## config.mk

```make
export PLATFORM = sky130hd
export DESIGN_NAME = mem_arbiter2
export DESIGN_NICKNAME = d
export VERILOG_FILES = /design/src/rtl/mem_arbiter2.sv
export SDC_FILE = /design/constraint.sdc
export NUM_CORES = 1
export LEC_CHECK = 0
export ABC_AREA = 1
export CAP_MARGIN = 20
export CORE_AREA = 2 2 120 122
export DETAILED_ROUTE_END_ITERATION = 6
export DIE_AREA = 0 0 122 124
export DONT_BUFFER_PORTS = 1
export GPL_TIMING_DRIVEN = 0
export PLACE_DENSITY = 0.42
export SYNTH_ARGS = -nofsm -noshare
export SYNTH_HDL_FRONTEND = slang
export SYNTH_SLANG_ARGS = --single-unit
export TNS_END_PERCENT = 1
```

## constraint.sdc

```tcl
create_clock -name clk -period 7 [get_ports clk]
set_input_delay 1.05 -clock clk [delete_from_list [all_inputs] [get_ports clk]]
set_output_delay 1.05 -clock clk [all_outputs]
set_load 0.01 [all_outputs]
```

## src/rtl/mem_arbiter2.sv

```systemverilog
// Two-master memory arbiter: round-robin grant into a registered request slot,
// in-order read responses steered back to the issuer through a 1-bit tag FIFO.
module mem_arbiter2 #(
  parameter int OUTSTANDING = 4
) (
  input  logic        clk,
  input  logic        reset,
  input  logic [31:0] req0_m_address,
  input  logic [31:0] req0_m_data,
  input  logic        req0_m_write,
  input  logic        req0_m_valid,
  output logic        req0_m_ready,
  output logic [31:0] req0_s_data,
  output logic        req0_s_valid,
  input  logic        req0_s_ready,
  input  logic [31:0] req1_m_address,
  input  logic [31:0] req1_m_data,
  input  logic        req1_m_write,
  input  logic        req1_m_valid,
  output logic        req1_m_ready,
  output logic [31:0] req1_s_data,
  output logic        req1_s_valid,
  input  logic        req1_s_ready,
  output logic [31:0] mem_m_address,
  output logic [31:0] mem_m_data,
  output logic        mem_m_write,
  output logic        mem_m_valid,
  input  logic        mem_m_ready,
  input  logic [31:0] mem_s_data,
  input  logic        mem_s_valid,
  output logic        mem_s_ready
);

  localparam int PW = $clog2(OUTSTANDING);
  localparam logic [PW:0] MAX_CNT = (PW+1)'(OUTSTANDING);

  logic        slot_vld_q, slot_vld_d;
  logic [31:0] slot_addr_q, slot_addr_d;
  logic [31:0] slot_data_q, slot_data_d;
  logic        slot_wr_q, slot_wr_d;
  logic        last_q, last_d;
  logic        tag_q [OUTSTANDING];
  logic [PW-1:0] wr_ptr_q, wr_ptr_d, rd_ptr_q, rd_ptr_d;
  logic [PW:0]   cnt_q, cnt_d;

  logic empty, head, pop, push, room, slot_free;
  logic elig0, elig1, gnt, win, win_wr;

  assign empty       = (cnt_q == '0);
  assign head        = tag_q[rd_ptr_q];
  assign mem_s_ready = !empty && (head ? req1_s_ready : req0_s_ready);
  assign pop         = mem_s_valid && mem_s_ready;
  // A pop this cycle frees a tag entry for a load granted in the same cycle.
  assign room        = (cnt_q != MAX_CNT) || pop;
  assign slot_free   = !slot_vld_q || mem_m_ready;
  assign elig0       = req0_m_valid && (req0_m_write || room);
  assign elig1       = req1_m_valid && (req1_m_write || room);
  assign gnt         = slot_free && (elig0 || elig1);
  assign win         = (elig0 && elig1) ? !last_q : elig1;
  assign win_wr      = win ? req1_m_write : req0_m_write;
  assign push        = gnt && !win_wr;

  assign req0_m_ready  = gnt && !win;
  assign req1_m_ready  = gnt && win;
  assign req0_s_valid  = mem_s_valid && !empty && !head;
  assign req1_s_valid  = mem_s_valid && !empty && head;
  assign req0_s_data   = mem_s_data;
  assign req1_s_data   = mem_s_data;
  assign mem_m_valid   = slot_vld_q;
  assign mem_m_address = slot_addr_q;
  assign mem_m_data    = slot_data_q;
  assign mem_m_write   = slot_wr_q;

  always_comb begin
    slot_vld_d  = slot_vld_q;
    slot_addr_d = slot_addr_q;
    slot_data_d = slot_data_q;
    slot_wr_d   = slot_wr_q;
    last_d      = last_q;
    wr_ptr_d    = wr_ptr_q;
    rd_ptr_d    = rd_ptr_q;
    cnt_d       = cnt_q + (PW+1)'(push) - (PW+1)'(pop);
    if (gnt) begin
      slot_vld_d  = 1'b1;
      slot_addr_d = win ? req1_m_address : req0_m_address;
      slot_data_d = win ? req1_m_data : req0_m_data;
      slot_wr_d   = win_wr;
      last_d      = win;
    end else if (mem_m_ready) begin
      slot_vld_d = 1'b0;
    end
    if (push) wr_ptr_d = wr_ptr_q + 1'b1;
    if (pop)  rd_ptr_d = rd_ptr_q + 1'b1;
  end

  always_ff @(posedge clk) begin
    if (reset) begin
      slot_vld_q <= 1'b0;
      last_q     <= 1'b1;
      wr_ptr_q   <= '0;
      rd_ptr_q   <= '0;
      cnt_q      <= '0;
    end else begin
      slot_vld_q <= slot_vld_d;
      last_q     <= last_d;
      wr_ptr_q   <= wr_ptr_d;
      rd_ptr_q   <= rd_ptr_d;
      cnt_q      <= cnt_d;
    end
  end

  // Payload and tag storage are qualified by valid/count, so they need no reset.
  always_ff @(posedge clk) begin
    slot_addr_q <= slot_addr_d;
    slot_data_q <= slot_data_d;
    slot_wr_q   <= slot_wr_d;
    if (push) tag_q[wr_ptr_q] <= win;
  end

endmodule

```

* Word level (Yosys, flattened, before mapping)
Memories as Yosys holds them, arrays and structs flattened. A register that Yosys moved wholly into a read port is not among the register bits.
Index checks and enable logic that the tools add are counted.
** Storage, ports and cells
- Bits in writable memories :: 4
- Memories :: 1
- Input port bits :: 170
- Output and inout port bits :: 135
- Register bits after elaboration :: 74
** Memory list
- tag_q :: depth 4, bits a word 1, rd ports 1, clocked after Yosys merged registers in 1, wr ports 1, line 42 : logic tag_q [OUTSTANDING];
** Cells by class
- Reductions and logical operators :: 25
- Muxes and demuxes :: 11
- Eq/ne operators :: 1
- Add/subtract/negate cells :: 4
** Operators by type and width (number)
- 32-bit two-way mux :: 2
- 1-bit logical AND :: 12
- 1-bit two-way mux :: 7
- 1-bit logical NOT :: 6
- 1-bit logical OR :: 5
- 2-bit by 1-bit adder with 2-bit output (second input constant) :: 2
- 2-bit two-way mux :: 2
- 3-bit by 1-bit adder with 3-bit output :: 1
- 3-bit logical NOT :: 1
- 3-bit != test (second input constant) :: 1
- 3-bit by 1-bit subtractor with 3-bit output :: 1
- 2-bit nonzero test :: 1

* Longest topological paths before layout
- Depth after elaboration :: 14
- Depth in mapped cells :: 21
- Depth with buffers taken out :: 21

* Least setup slack after synthesis
OpenSTA, ideal clock, no wires.
- Kind :: input -> register
- From :: in mem_s_valid
- To :: reg cnt_q[2]
- Stages :: 15
- Path slack :: 2.654 ns
- Library setup time :: 0.124 ns
- Arrival :: 4.223 ns
- Buffers on the path :: 0
- Path through :: inv_1 a31oi_2 nand3_2 nand3_1 nand2_1 a21oi_4 nand2_2 ha_1 inv_1 ha_1 inv_1 fa_1 xor2_1 o21ai_0 a21oi_1
** On the way
- Elaborated cells between the ends (all ways) :: 15
- Those cells by class :: add/sub (2); mux (2); reduce/logical (11)
** RTL lines
- start: declaration :: line 30 : input logic mem_s_valid,
- 1-bit logical AND * :: line 52 : assign pop = mem_s_valid && mem_s_ready;
- 1-bit logical OR * :: line 54 : assign room = (cnt_q != MAX_CNT) || pop;
- 1-bit logical OR, on equally long branches :: line 56, 57
- 1-bit logical AND, on equally long branches :: line 56, 57
- 1-bit logical OR * :: line 58 : assign gnt = slot_free && (elig0 || elig1);
- 1-bit logical AND * :: line 58
- net gnt :: line 47 : logic elig0, elig1, gnt, win, win_wr;
- 1-bit logical AND * :: line 61 : assign push = gnt && !win_wr;
- 3-bit by 1-bit adder with 3-bit output * :: line 82 : cnt_d = cnt_q + (PW+1)'(push) - (PW+1)'(pop);
- 3-bit by 1-bit subtractor with 3-bit output * :: line 82
- end signal: assignment :: line 108 : cnt_q <= cnt_d;
- end: declaration :: line 44 : logic [PW:0] cnt_q, cnt_d;
The timed path passes the listed nets; every way through them passes the cells marked *.
A chain may end at the register's enable or synchronous reset.

* Worst setup path in the final report
Same ends and word-level chain as after synthesis.

==> run metrics <==
status finished clean; Mapped Area 0.00421 mm²; gr ovfl total 0; Longest Clk Path Bufs 2; syn avg cell area 9.49 µm²; iteration count of the initial detailed-routing pass 7; Critical Path RT 7.21 ns; Max Cap Viol 0; layout net count 634; die span in x 122 µm; area grow syn2layout 12.9%; # H-tree levels 3; CP startpoint kind input pin; Post-DP HPWL 8500 µm; Ant. Diodes 0; Die Height 124 µm; Post-CTS Hold Buffers 0; die area 0.0151 mm²; Rows 43; Max Slew Vio Count 0; Unique masters post-synth 23; non-filler cells, final 641; vias in the first global route 2,525; RePlAce Congestion 0.708; CTS resizes 0; layout cells sized above 1 30.4%; final worst path period share 52.9%; post-synthesis sequential area ratio 54.4%; total power draw 0.00151 W; antenna violations before repair 0; first-pass GRT wire length 14,500 µm; Via density 4.39; PD cells 317 mW/mm²; DR iter-0 viols 89; most common cell after layout, fill and taps aside nand2_1; CP max stage delay 0.65 ns; Total GRT Usage 13.2%; WL final 10,700 µm; initial core utilization 30.7%; final hold vios 0; Core ar. 0.0137 mm²; kind of critical path in -> reg; Peak Freq 270 MHz; # DRC 0; Avg WL per Cell 16.7 µm; Crit path top cell by count inv_1; crit path DAT 3.92 ns; Antenna Nets Post-Route 0; Hold Crit Class reg -> reg; dominant cell type by area after synthesis edfxtp_1; Setup TNS Final 0 ns; clk_lat worst skew 0.33 ns; Leak 2.20 nW; crit path time final 3.70 ns; Synth Instances 444; synthesized net count 621; Synth Register Bits 80; final setup fails 0; I/O pin total 305; Ys Warns 0; Max stage delay cell, worst path a21oi_4; share of the synthesized area in the top cell type 49.2%; IO buf count 0; Reg clk slew, reported paths 0.06 ns; Slew @ Worst Pin 0.782 ns; critical path peak fanout 29; CTS sink cnt 80; CP Cell Sequence inv_1 > a31oi_2 > nand3_2 > nand3_1 > nand2_1 > a21oi_4 > buf_12 > nand2_2 > ha_1 > inv_1 > ha_1 > inv_1 > fa_1 > xor2_1 > o21ai_0 > a21oi_1; top cells by area, synth edfxtp_1, nand2_1, buf_4; vias post-DR 2,812; Rel. slew slack 47.7%; Root Buffer clkbuf_16; Peak VDD IR 0.0977 mV; setup repair bufs after CTS 0; Num CTS Buffers 9; share of the core filled with cells 34.7%; RSZ-0062 raised after global routing false; skew final 0.00658 ns; CP Capture Type register; CTS tree built; post-placement cell count 626; commonest cells after routing, fill and taps aside nand2_1, edfxtp_1, buf_4; pin count of the biggest net entering global routing 30
-- cell families after synthesis --
logic type / count (synthesis) / share of synthesized area, %
simple gates: 234 / 24.1
xor+xnor: 2 / 0.416
compound gates: 12 / 1.90
fa+ha+maj: 7 / 2.26
flops: 80 / 54.4
buf+inv: 109 / 16.9
-- sequential cells by signal, indices dropped and copies added (netlist names), named ones only --
register,cells
mem_m_address,32
rd_ptr_q,2
mem_m_data,32
mem_m_write,1
tag_q,4
cnt_q,3
mem_m_valid,1
wr_ptr_q,2
last_q,1
-- power by group --
part | leakage (nW) | switching [W] | internal (W)
registers | 0.783 | 0.0000860 | 0.000649
logic | 1.28 | 0.000202 | 0.000119
clock network | 0.133 | 0.000178 | 0.000273
-- through the flow --
| step | hold WS, ns | instance area (µm²) | setup WS [ns] |
|---|---|---|---|
| 2_1_floorplan | 0.462 | 4210 | 2.65 |
| 3_3_place_gp | 0.478 | 4440 | 1.80 |
| 3_5_place_dp | 0.482 | 4480 | 2.91 |
| 4_1_cts | 0.496 | 4760 | 3.25 |
| 5_1_grt | 0.511 | 4760 | 2.97 |
| 6_report | 0.495 | 4760 | 3.30 |
-- routing by layer --
| metal | up-vias | global-route usage, % | share of wire (%) |
|---|---|---|---|
| met5 | - | 0 | 0 |
| met4 | 0 | 3.88 | 1.1 |
| met3 | 7 | 6.36 | 12 |
| met2 | 193 | 23.5 | 52 |
| met1 | 1259 | 13.9 | 35 |
| li1 | 1353 | - | - |
-- worst max-delay path: cells and delay by family --
kind	cells	cell delay, ns
adders and majority gates	3	0.78
buffers and inverters	4	0.42
and+or+nand+nor	4	0.49
xor gates and xnor gates	1	0.16
AOI/OAI and AO/OA	4	1.03
-- area by class of cell --
cell class | instances | area, µm²
Inverter | 31 | 116
Fill cell | 1393 | 8960
Multi-Input combinational cell | 255 | 1210
Buffer | 78 | 596
Sequential cell | 80 | 2290
Timing Repair Buffer | 2 | 40.0
Tap cell | 180 | 225
Clock buffer | 11 | 233
Clock inverter | 4 | 46.3
-- cells in the mapped netlist, drive strengths merged --
master,instances
inv,31
fa,1
xor2,2
a21oi,6
o21ai,4
nand3,10
edfxtp,69
dfxtp,11
nor2,16
nand2,207
ha,6
a31oi,2
nor3,1
buf,78
-- path summary, 6_finish.rpt --
kind | from | to | slack (ns) | cells past startpoint
setup / recovery | mem_s_valid | cnt_q[2] | 3.30 | 16
hold / removal | last_q | last_q | 0.49 | 2
setup reg to reg | cnt_q[1] | cnt_q[2] | 3.53 | 16
hold reg to reg | last_q | last_q | 0.49 | 2
No activity file was read; power rests on OpenSTA's default activity.
